### src/rtl/axi_master_bridge_if.sv
// Bundle of the core-side request/response port and the AXI4 master channels
// handled by axi_master_bridge. The bridge uses the master view.
interface axi_master_bridge_if #(
    parameter int DATA_W = 64
);
    localparam int STRB_W = DATA_W / 8;

    // core request / response
    logic              req_valid;
    logic              req_ready;
    logic              req_wen;
    logic [31:0]       req_addr;
    logic [7:0]        req_len;
    logic [DATA_W-1:0] req_wdata;
    logic [STRB_W-1:0] req_wstrb;
    logic              rsp_valid;
    logic              rsp_ready;
    logic [DATA_W-1:0] rsp_rdata;
    logic              rsp_last;
    logic              rsp_err;

    // AXI read address / data
    logic [3:0]        arid;
    logic [31:0]       araddr;
    logic [7:0]        arlen;
    logic [2:0]        arsize;
    logic [1:0]        arburst;
    logic              arvalid;
    logic              arready;
    logic [3:0]        rid;
    logic [DATA_W-1:0] rdata;
    logic [1:0]        rresp;
    logic              rlast;
    logic              rvalid;
    logic              rready;

    // AXI write address / data / response
    logic [3:0]        awid;
    logic [31:0]       awaddr;
    logic [7:0]        awlen;
    logic [2:0]        awsize;
    logic [1:0]        awburst;
    logic              awvalid;
    logic              awready;
    logic [3:0]        wid;
    logic [DATA_W-1:0] wdata;
    logic [STRB_W-1:0] wstrb;
    logic              wlast;
    logic              wvalid;
    logic              wready;
    logic [3:0]        bid;
    logic [1:0]        bresp;
    logic              bvalid;
    logic              bready;

    modport master (
        input  req_valid, req_wen, req_addr, req_len, req_wdata, req_wstrb, rsp_ready,
        output req_ready, rsp_valid, rsp_rdata, rsp_last, rsp_err,
        output arid, araddr, arlen, arsize, arburst, arvalid,
        input  arready,
        input  rid, rdata, rresp, rlast, rvalid,
        output rready,
        output awid, awaddr, awlen, awsize, awburst, awvalid,
        input  awready,
        output wid, wdata, wstrb, wlast, wvalid,
        input  wready,
        input  bid, bresp, bvalid,
        output bready
    );

    modport slave (
        output req_valid, req_wen, req_addr, req_len, req_wdata, req_wstrb, rsp_ready,
        input  req_ready, rsp_valid, rsp_rdata, rsp_last, rsp_err,
        input  arid, araddr, arlen, arsize, arburst, arvalid,
        output arready,
        output rid, rdata, rresp, rlast, rvalid,
        input  rready,
        input  awid, awaddr, awlen, awsize, awburst, awvalid,
        output awready,
        input  wid, wdata, wstrb, wlast, wvalid,
        output wready,
        output bid, bresp, bvalid,
        input  bready
    );
endinterface

### src/rtl/axi_master_bridge.sv
// Core memory port to AXI4 master: one read burst (1-256 beats) or one
// single-beat write per request, with a single transaction outstanding.
module axi_master_bridge #(
    parameter int DATA_W = 64
) (
    input  logic                 clk,
    input  logic                 rst,
    axi_master_bridge_if.master  bus
);
    localparam int STRB_W = DATA_W / 8;

    typedef enum logic [2:0] {IDLE, AR, R, AWW, B} state_t;

    state_t            state;
    logic [7:0]        cnt;
    logic              aw_done;
    logic              w_done;
    logic              arvalid_q;
    logic              awvalid_q;
    logic              wvalid_q;
    logic [31:0]       addr_q;
    logic [7:0]        len_q;
    logic [DATA_W-1:0] wdata_q;
    logic [STRB_W-1:0] wstrb_q;

    logic ar_hs, r_hs, aw_hs, w_hs, b_hs;

    assign ar_hs = arvalid_q & bus.arready;
    assign r_hs  = (state == R) & bus.rvalid & bus.rsp_ready;
    assign aw_hs = awvalid_q & bus.awready;
    assign w_hs  = wvalid_q & bus.wready;
    assign b_hs  = (state == B) & bus.bvalid & bus.rsp_ready;

    always_ff @(posedge clk) begin
        if (rst) begin
            state     <= IDLE;
            cnt       <= 8'd0;
            aw_done   <= 1'b0;
            w_done    <= 1'b0;
            arvalid_q <= 1'b0;
            awvalid_q <= 1'b0;
            wvalid_q  <= 1'b0;
            addr_q    <= '0;
            len_q     <= '0;
            wdata_q   <= '0;
            wstrb_q   <= '0;
        end else begin
            case (state)
                IDLE: begin
                    if (bus.req_valid) begin
                        addr_q  <= bus.req_addr;
                        len_q   <= bus.req_len;
                        wdata_q <= bus.req_wdata;
                        wstrb_q <= bus.req_wstrb;
                        if (bus.req_wen) begin
                            awvalid_q <= 1'b1;
                            wvalid_q  <= 1'b1;
                            state     <= AWW;
                        end else begin
                            arvalid_q <= 1'b1;
                            state     <= AR;
                        end
                    end
                end
                AR: begin
                    if (ar_hs) begin
                        arvalid_q <= 1'b0;
                        cnt       <= 8'd0;
                        state     <= R;
                    end
                end
                R: begin
                    // Only rlast ends the burst; a short or long burst is flagged, not truncated.
                    if (r_hs) begin
                        cnt <= cnt + 8'd1;
                        if (bus.rlast) state <= IDLE;
                    end
                end
                AWW: begin
                    if (aw_hs) begin
                        awvalid_q <= 1'b0;
                        aw_done   <= 1'b1;
                    end
                    if (w_hs) begin
                        wvalid_q <= 1'b0;
                        w_done   <= 1'b1;
                    end
                    if ((aw_done | aw_hs) && (w_done | w_hs)) begin
                        aw_done <= 1'b0;
                        w_done  <= 1'b0;
                        state   <= B;
                    end
                end
                B: begin
                    if (b_hs) state <= IDLE;
                end
                default: state <= IDLE;
            endcase
        end
    end

    always_comb begin
        bus.req_ready = (state == IDLE) && !rst;
        bus.rsp_valid = 1'b0;
        bus.rsp_rdata = '0;
        bus.rsp_last  = 1'b0;
        bus.rsp_err   = 1'b0;
        bus.rready    = 1'b0;
        bus.bready    = 1'b0;
        case (state)
            R: begin
                bus.rsp_valid = bus.rvalid;
                bus.rready    = bus.rsp_ready;
                bus.rsp_rdata = bus.rdata;
                bus.rsp_last  = bus.rlast;
                bus.rsp_err   = (bus.rresp != 2'b00) | (bus.rlast != (cnt == len_q));
            end
            B: begin
                bus.rsp_valid = bus.bvalid;
                bus.bready    = bus.rsp_ready;
                bus.rsp_last  = 1'b1;
                bus.rsp_err   = (bus.bresp != 2'b00);
            end
            default: ;
        endcase
    end

    assign bus.arid    = 4'd0;
    assign bus.araddr  = addr_q;
    assign bus.arlen   = len_q;
    assign bus.arsize  = 3'd3;
    assign bus.arburst = 2'b01;
    assign bus.arvalid = arvalid_q;

    assign bus.awid    = 4'd0;
    assign bus.awaddr  = addr_q;
    assign bus.awlen   = 8'd0;
    assign bus.awsize  = 3'd3;
    assign bus.awburst = 2'b01;
    assign bus.awvalid = awvalid_q;

    assign bus.wid     = 4'd0;
    assign bus.wdata   = wdata_q;
    assign bus.wstrb   = wstrb_q;
    assign bus.wlast   = 1'b1;
    assign bus.wvalid  = wvalid_q;
endmodule

### src/flat_wrapper.sv
// flat-port wrapper written by rule: the top's interface ports become plain ports
module axi_master_bridge_flat 
#(
    parameter int DATA_W = 64
)
  (clk, rst, bus_req_valid, bus_req_wen, bus_req_addr, bus_req_len, bus_req_wdata, bus_req_wstrb, bus_rsp_ready, bus_req_ready, bus_rsp_valid, bus_rsp_rdata, bus_rsp_last, bus_rsp_err, bus_arid, bus_araddr, bus_arlen, bus_arsize, bus_arburst, bus_arvalid, bus_arready, bus_rid, bus_rdata, bus_rresp, bus_rlast, bus_rvalid, bus_rready, bus_awid, bus_awaddr, bus_awlen, bus_awsize, bus_awburst, bus_awvalid, bus_awready, bus_wid, bus_wdata, bus_wstrb, bus_wlast, bus_wvalid, bus_wready, bus_bid, bus_bresp, bus_bvalid, bus_bready);
  axi_master_bridge_if #(.DATA_W(DATA_W)) bus_i ();
  input  logic clk;
  input  logic rst;
  input wire logic [$bits(bus_i.req_valid)-1:0] bus_req_valid;
  input wire logic [$bits(bus_i.req_wen)-1:0] bus_req_wen;
  input wire logic [$bits(bus_i.req_addr)-1:0] bus_req_addr;
  input wire logic [$bits(bus_i.req_len)-1:0] bus_req_len;
  input wire logic [$bits(bus_i.req_wdata)-1:0] bus_req_wdata;
  input wire logic [$bits(bus_i.req_wstrb)-1:0] bus_req_wstrb;
  input wire logic [$bits(bus_i.rsp_ready)-1:0] bus_rsp_ready;
  output wire logic [$bits(bus_i.req_ready)-1:0] bus_req_ready;
  output wire logic [$bits(bus_i.rsp_valid)-1:0] bus_rsp_valid;
  output wire logic [$bits(bus_i.rsp_rdata)-1:0] bus_rsp_rdata;
  output wire logic [$bits(bus_i.rsp_last)-1:0] bus_rsp_last;
  output wire logic [$bits(bus_i.rsp_err)-1:0] bus_rsp_err;
  output wire logic [$bits(bus_i.arid)-1:0] bus_arid;
  output wire logic [$bits(bus_i.araddr)-1:0] bus_araddr;
  output wire logic [$bits(bus_i.arlen)-1:0] bus_arlen;
  output wire logic [$bits(bus_i.arsize)-1:0] bus_arsize;
  output wire logic [$bits(bus_i.arburst)-1:0] bus_arburst;
  output wire logic [$bits(bus_i.arvalid)-1:0] bus_arvalid;
  input wire logic [$bits(bus_i.arready)-1:0] bus_arready;
  input wire logic [$bits(bus_i.rid)-1:0] bus_rid;
  input wire logic [$bits(bus_i.rdata)-1:0] bus_rdata;
  input wire logic [$bits(bus_i.rresp)-1:0] bus_rresp;
  input wire logic [$bits(bus_i.rlast)-1:0] bus_rlast;
  input wire logic [$bits(bus_i.rvalid)-1:0] bus_rvalid;
  output wire logic [$bits(bus_i.rready)-1:0] bus_rready;
  output wire logic [$bits(bus_i.awid)-1:0] bus_awid;
  output wire logic [$bits(bus_i.awaddr)-1:0] bus_awaddr;
  output wire logic [$bits(bus_i.awlen)-1:0] bus_awlen;
  output wire logic [$bits(bus_i.awsize)-1:0] bus_awsize;
  output wire logic [$bits(bus_i.awburst)-1:0] bus_awburst;
  output wire logic [$bits(bus_i.awvalid)-1:0] bus_awvalid;
  input wire logic [$bits(bus_i.awready)-1:0] bus_awready;
  output wire logic [$bits(bus_i.wid)-1:0] bus_wid;
  output wire logic [$bits(bus_i.wdata)-1:0] bus_wdata;
  output wire logic [$bits(bus_i.wstrb)-1:0] bus_wstrb;
  output wire logic [$bits(bus_i.wlast)-1:0] bus_wlast;
  output wire logic [$bits(bus_i.wvalid)-1:0] bus_wvalid;
  input wire logic [$bits(bus_i.wready)-1:0] bus_wready;
  input wire logic [$bits(bus_i.bid)-1:0] bus_bid;
  input wire logic [$bits(bus_i.bresp)-1:0] bus_bresp;
  input wire logic [$bits(bus_i.bvalid)-1:0] bus_bvalid;
  output wire logic [$bits(bus_i.bready)-1:0] bus_bready;
  assign bus_i.req_valid = bus_req_valid;
  assign bus_i.req_wen = bus_req_wen;
  assign bus_i.req_addr = bus_req_addr;
  assign bus_i.req_len = bus_req_len;
  assign bus_i.req_wdata = bus_req_wdata;
  assign bus_i.req_wstrb = bus_req_wstrb;
  assign bus_i.rsp_ready = bus_rsp_ready;
  assign bus_req_ready = bus_i.req_ready;
  assign bus_rsp_valid = bus_i.rsp_valid;
  assign bus_rsp_rdata = bus_i.rsp_rdata;
  assign bus_rsp_last = bus_i.rsp_last;
  assign bus_rsp_err = bus_i.rsp_err;
  assign bus_arid = bus_i.arid;
  assign bus_araddr = bus_i.araddr;
  assign bus_arlen = bus_i.arlen;
  assign bus_arsize = bus_i.arsize;
  assign bus_arburst = bus_i.arburst;
  assign bus_arvalid = bus_i.arvalid;
  assign bus_i.arready = bus_arready;
  assign bus_i.rid = bus_rid;
  assign bus_i.rdata = bus_rdata;
  assign bus_i.rresp = bus_rresp;
  assign bus_i.rlast = bus_rlast;
  assign bus_i.rvalid = bus_rvalid;
  assign bus_rready = bus_i.rready;
  assign bus_awid = bus_i.awid;
  assign bus_awaddr = bus_i.awaddr;
  assign bus_awlen = bus_i.awlen;
  assign bus_awsize = bus_i.awsize;
  assign bus_awburst = bus_i.awburst;
  assign bus_awvalid = bus_i.awvalid;
  assign bus_i.awready = bus_awready;
  assign bus_wid = bus_i.wid;
  assign bus_wdata = bus_i.wdata;
  assign bus_wstrb = bus_i.wstrb;
  assign bus_wlast = bus_i.wlast;
  assign bus_wvalid = bus_i.wvalid;
  assign bus_i.wready = bus_wready;
  assign bus_i.bid = bus_bid;
  assign bus_i.bresp = bus_bresp;
  assign bus_i.bvalid = bus_bvalid;
  assign bus_bready = bus_i.bready;
  axi_master_bridge #(.DATA_W(DATA_W)) u_core (.clk(clk), .rst(rst), .bus(bus_i));
endmodule
### config.mk
export PLATFORM = sky130hd
export DESIGN_NAME = axi_master_bridge_flat
export DESIGN_NICKNAME = d
export VERILOG_FILES = /design/src/rtl/axi_master_bridge_if.sv /design/src/rtl/axi_master_bridge.sv /design/src/flat_wrapper.sv
export SDC_FILE = /design/constraint.sdc
export NUM_CORES = 1
export LEC_CHECK = 0
export ABC_AREA = 0
export CELL_PAD_IN_SITES_DETAIL_PLACEMENT = 0
export CELL_PAD_IN_SITES_GLOBAL_PLACEMENT = 1
export CORE_AREA = 2 2 175 177
export DETAILED_ROUTE_END_ITERATION = 7
export DIE_AREA = 0 0 177 179
export GPL_TIMING_DRIVEN = 0
export PLACE_DENSITY = 0.82
export SYNTH_ARGS = -nofsm -noshare
export SYNTH_HDL_FRONTEND = slang
export SYNTH_SLANG_ARGS = --single-unit
### constraint.sdc
create_clock -name clk -period 1.72 [get_ports clk]
set_input_delay 0.344 -clock clk [delete_from_list [all_inputs] [get_ports clk]]
set_output_delay 0.344 -clock clk [all_outputs]
set_load 0.01 [all_outputs]
==> flow_summary.toml <==
[logic_synthesis]
synthTopCellsByArea = "dfxtp_1 (45%), nand2_1 (15%), a21oi_1 (11%), buf_4 (9.3%), and3_1 (7.5%)"
synth_top_family_by_area = "simple AND/OR/NAND/NOR gates"
yosys_warnings = 0
yosysTopAreaCell = "dfxtp_1"
synth_edf_count = 0
synth_xor_xnor_area_share_pct = 1.523
netlist.area_leader.share_pct = 44.57
syn_avg_cell_area_um2 = 7.585
synthAdderAreaFrac_pct = 0.2176
synth_compound_area_share_pct = 13.95
yosys.area_share.simple_pct = 26.64
syn_inst = 758
netlist_area_um2 = 5749
ys_ff_latch = 128
synth-main-ff-cell = "dfxtp_1"
yosysSeqAreaShare_pct = 44.57
async_flop_share_pct = 0
post_synth_num_cell_types = 37
muxShareOfSynthArea_pct = 0

[setup_path]
cp.required_ps = 1380
r2r_start = "u_core.state[1]"
cp-end-kind = "output port"
crit_start = "u_core.cnt[1]"
worst-path-max-fanout = 3
crit_arrival_ps = 1850
crit_slowest_cell = "dfxtp_4"
path_class = "flip-flop to output port"
worstReg2RegEnd = "u_core.state[1]"
max_stage_delay_ps = 360
regToRegSetupSlack_ps = -20
reg2regPathDepth = 8
endpoint = "bus_rsp_err"
cp-start-kind = "flip-flop"
path_cells = "xor2_2 > nor4_2 > buf_4 > a211oi_2 > a31oi_1 > o211ai_1 > buf_2"

[cts]
clkSinkCount = 128
cts_hold_buf = 0
cts_root_buf = "clkbuf_16"
clk_pin_slew_ps = 60
htree_levels = 4
tritoncts = "yes"
cts_max_path_buffers = 2
numCtsBuffers = 17
clock_latency_ps = 410

[grt]
grt_pass1_wl_um = 38210
grt_max_degree = 17
grt_antenna_before_repair = 1
grt_pass1_vias = 6755
grt_usage_pct = 15.81
overflow = 0

[floorplanning]
fp.dieArea_um2 = 31680
start_util_pct = 19.15
core_area_um2 = 30030
fp.dieH_um = 179
rows = 64
io_pins = 447
die_w_um = 177

[routing]
wl_per_cell_um = 16.36
via_count = 6983
via_per_inst = 4.154
drt_wl_total_um = 27500
drt_iter0_drc = 229
drcViolationCount = 0
ant_nets = 0
dr.pass1.iters = 4

[placement]
gp_congestion = 0.7803
dp.cells = 1589
dp.final_hpwl_um = 19680
portBuffers = 406
place_area_um2 = 10420

[run_status]
outcome = "finished with violations"
violations = "negative setup slack"

[sta]
finalMaxSlewViolations = 0
finalHoldViolCount = 0
post-route-period-util_pct = 127.7
finalClockSkew_ps = 11.24
fmax_mhz = 455.2
whs_ps = 452.8
tightest_slew_ps = 631.0
setup_ws_ps = -476.8
maxSlewHeadroom_pct = 57.93
fin_crit_ps = 2197
grt_setup_unrepaired = "yes"
setup_viol = 72

[min_path]
hold_class = "flip-flop to flip-flop"

[finish]
fill_cells = 3022
final_util_pct = 41.32
nets = 1471
seqCellArea_um2 = 2621
drive_gt1_share_pct = 29.52
syn_to_final_growth_pct = 115.8
multi_input_comb_area_um2 = 2984
final_cells = 1681
final_area_um2 = 12410

[power_and_ir_drop]
power.density_nw_per_um2 = 937.7
ir_drop_mv = 0.4629
p_leak_nw = 5.413

[flow_run]
maxCapViolations = 0
[worst min-delay path by stage]
stage               slack [ps]  cells after the start                    end                 start
CTS                        450                      3   u_core.bus.araddr[0]       bus_req_addr[0]
detailed placement         450                      2   u_core.bus.wdata[28]  u_core.bus.wdata[28]
floorplan                  470                      2          u_core.cnt[7]         u_core.cnt[7]
global route               440                      3  u_core.bus.araddr[31]      bus_req_addr[31]
global placement           440                      2   u_core.bus.wdata[10]  u_core.bus.wdata[10]
finish                     450                      2   u_core.bus.wdata[49]  u_core.bus.wdata[49]
[synth_stat cells, types with 2 or more instances]
cell	n
nand2_1	237
dfxtp_1	128
a21oi_1	126
buf_4	71
and3_1	69
clkbuf_1	33
nor2_1	13
o21ai_0	9
buf_2	8
xor2_1	8
buf_1	5
nor2b_1	5
a31oi_1	4
nand3_1	4
nor3_1	4
or3_1	4
nor4_1	3
buf_6	2
conb_1	2
inv_1	2
nor2_2	2
o211ai_1	2
o21ai_1	2
xnor2_1	2
[kinds of logic (layout without fill, tap and decap cells)]
group	count (synthesis)	in the layout
buffers and inverters	121	618
DFF	128	128
adders and majority gates	1	1
and+or+nand+nor	345	345
other	2	32
AOI/OAI and AO/OA	151	151
xor gates and xnor gates	10	10
[sequential cells by signal (all words and copies together) (netlist names)]
signal / flops
u_core.bus.wdata: 64
u_core.bus.araddr: 32
u_core.bus.arlen: 8
u_core.bus.wstrb: 8
u_core.cnt: 8
u_core.state: 3
u_core.aw_done: 1
u_core.bus.arvalid: 1
u_core.bus.awvalid: 1
u_core.bus.wvalid: 1
u_core.w_done: 1
[final cells by class]
cell class	instances	share of cell area, %
diodes	1	0.02017
plain buffers	117	7.574
clock buffers	18	3.459
clock inverters	14	1.271
inverters	2	0.06051
multi-input cells	538	24.05
flip-flops and latches	128	21.13
well taps	396	3.994
repair buffers	467	38.44
[per-stage QoR]
| stage | setup TNS [ps] | power (W) | worst slack (ps) |
|---|---|---|---|
| 2_1_floorplan | 0 | 0.005006 | 143.6 |
| 3_3_place_gp | -85900 | 0.006953 | -956.0 |
| 3_5_place_dp | -87420 | 0.006983 | -988.2 |
| 4_1_cts | -16430 | 0.01130 | -508.6 |
| 5_1_grt | -19620 | 0.01226 | -596.5 |
| 6_report | -15310 | 0.01163 | -476.8 |
[report_power, final]
part / leakage (nW) / internal (W) / switching (W)
registers: 1.06 / 0.00328 / 0.000207
logic: 4.07 / 0.00255 / 0.00195
clock network: 0.277 / 0.00216 / 0.00150
[cells in the final DEF (no fill, tap or decap), types with 3 or more instances in the layout]
cell type	Yosys	routed
buf_8	0	19
conb_1	2	31
xor2_1	8	7
clkbuf_16	0	21
o21ai_0	9	9
and3_4	0	61
or3_1	4	4
nor2b_1	5	3
clkinv_4	0	5
nand3_1	4	4
clkbuf_1	33	17
and3_1	69	8
nand2_1	237	234
buf_6	2	96
a21oi_1	126	123
dfxtp_4	0	9
a31oi_1	4	4
nor3_1	4	3
clkbuf_2	0	6
dlymetal6s2s_1	0	11
dlygate4sd2_1	0	45
a21oi_2	0	3
buf_12	0	4
inv_6	0	3
buf_2	8	14
nor2_1	13	11
clkdlybuf4s50_1	0	280
dfxtp_1	128	99
dfxtp_2	0	20
clkinvlp_4	0	3
buf_4	71	89
[critical path: cells and delay by family (launching register included)]
family | cells | cell delay (ps)
DFF | 1 | 360
buffers and inverters | 2 | 330
AOI/OAI and AO/OA | 3 | 320
and+or+nand+nor | 1 | 260
xor gates and xnor gates | 1 | 170
[layer usage]
metal  vias to the layer above  track usage (%)  part of all wire, %
met1                      3211            19.62                   41
li1                       3442                -                    -
met3                        27            4.983                  8.6
met2                       303            26.18                   49
met5                         -                0                    0
met4                         0            4.614                  1.6
[what timing repair did]
action,CTS,global route
pin swaps,44,23
setup buffers,36,18
gates cloned,7,4
resized for setup,535,122
setup endpoints to repair,207,153
Note: power is estimated with default switching activity, not from simulation.
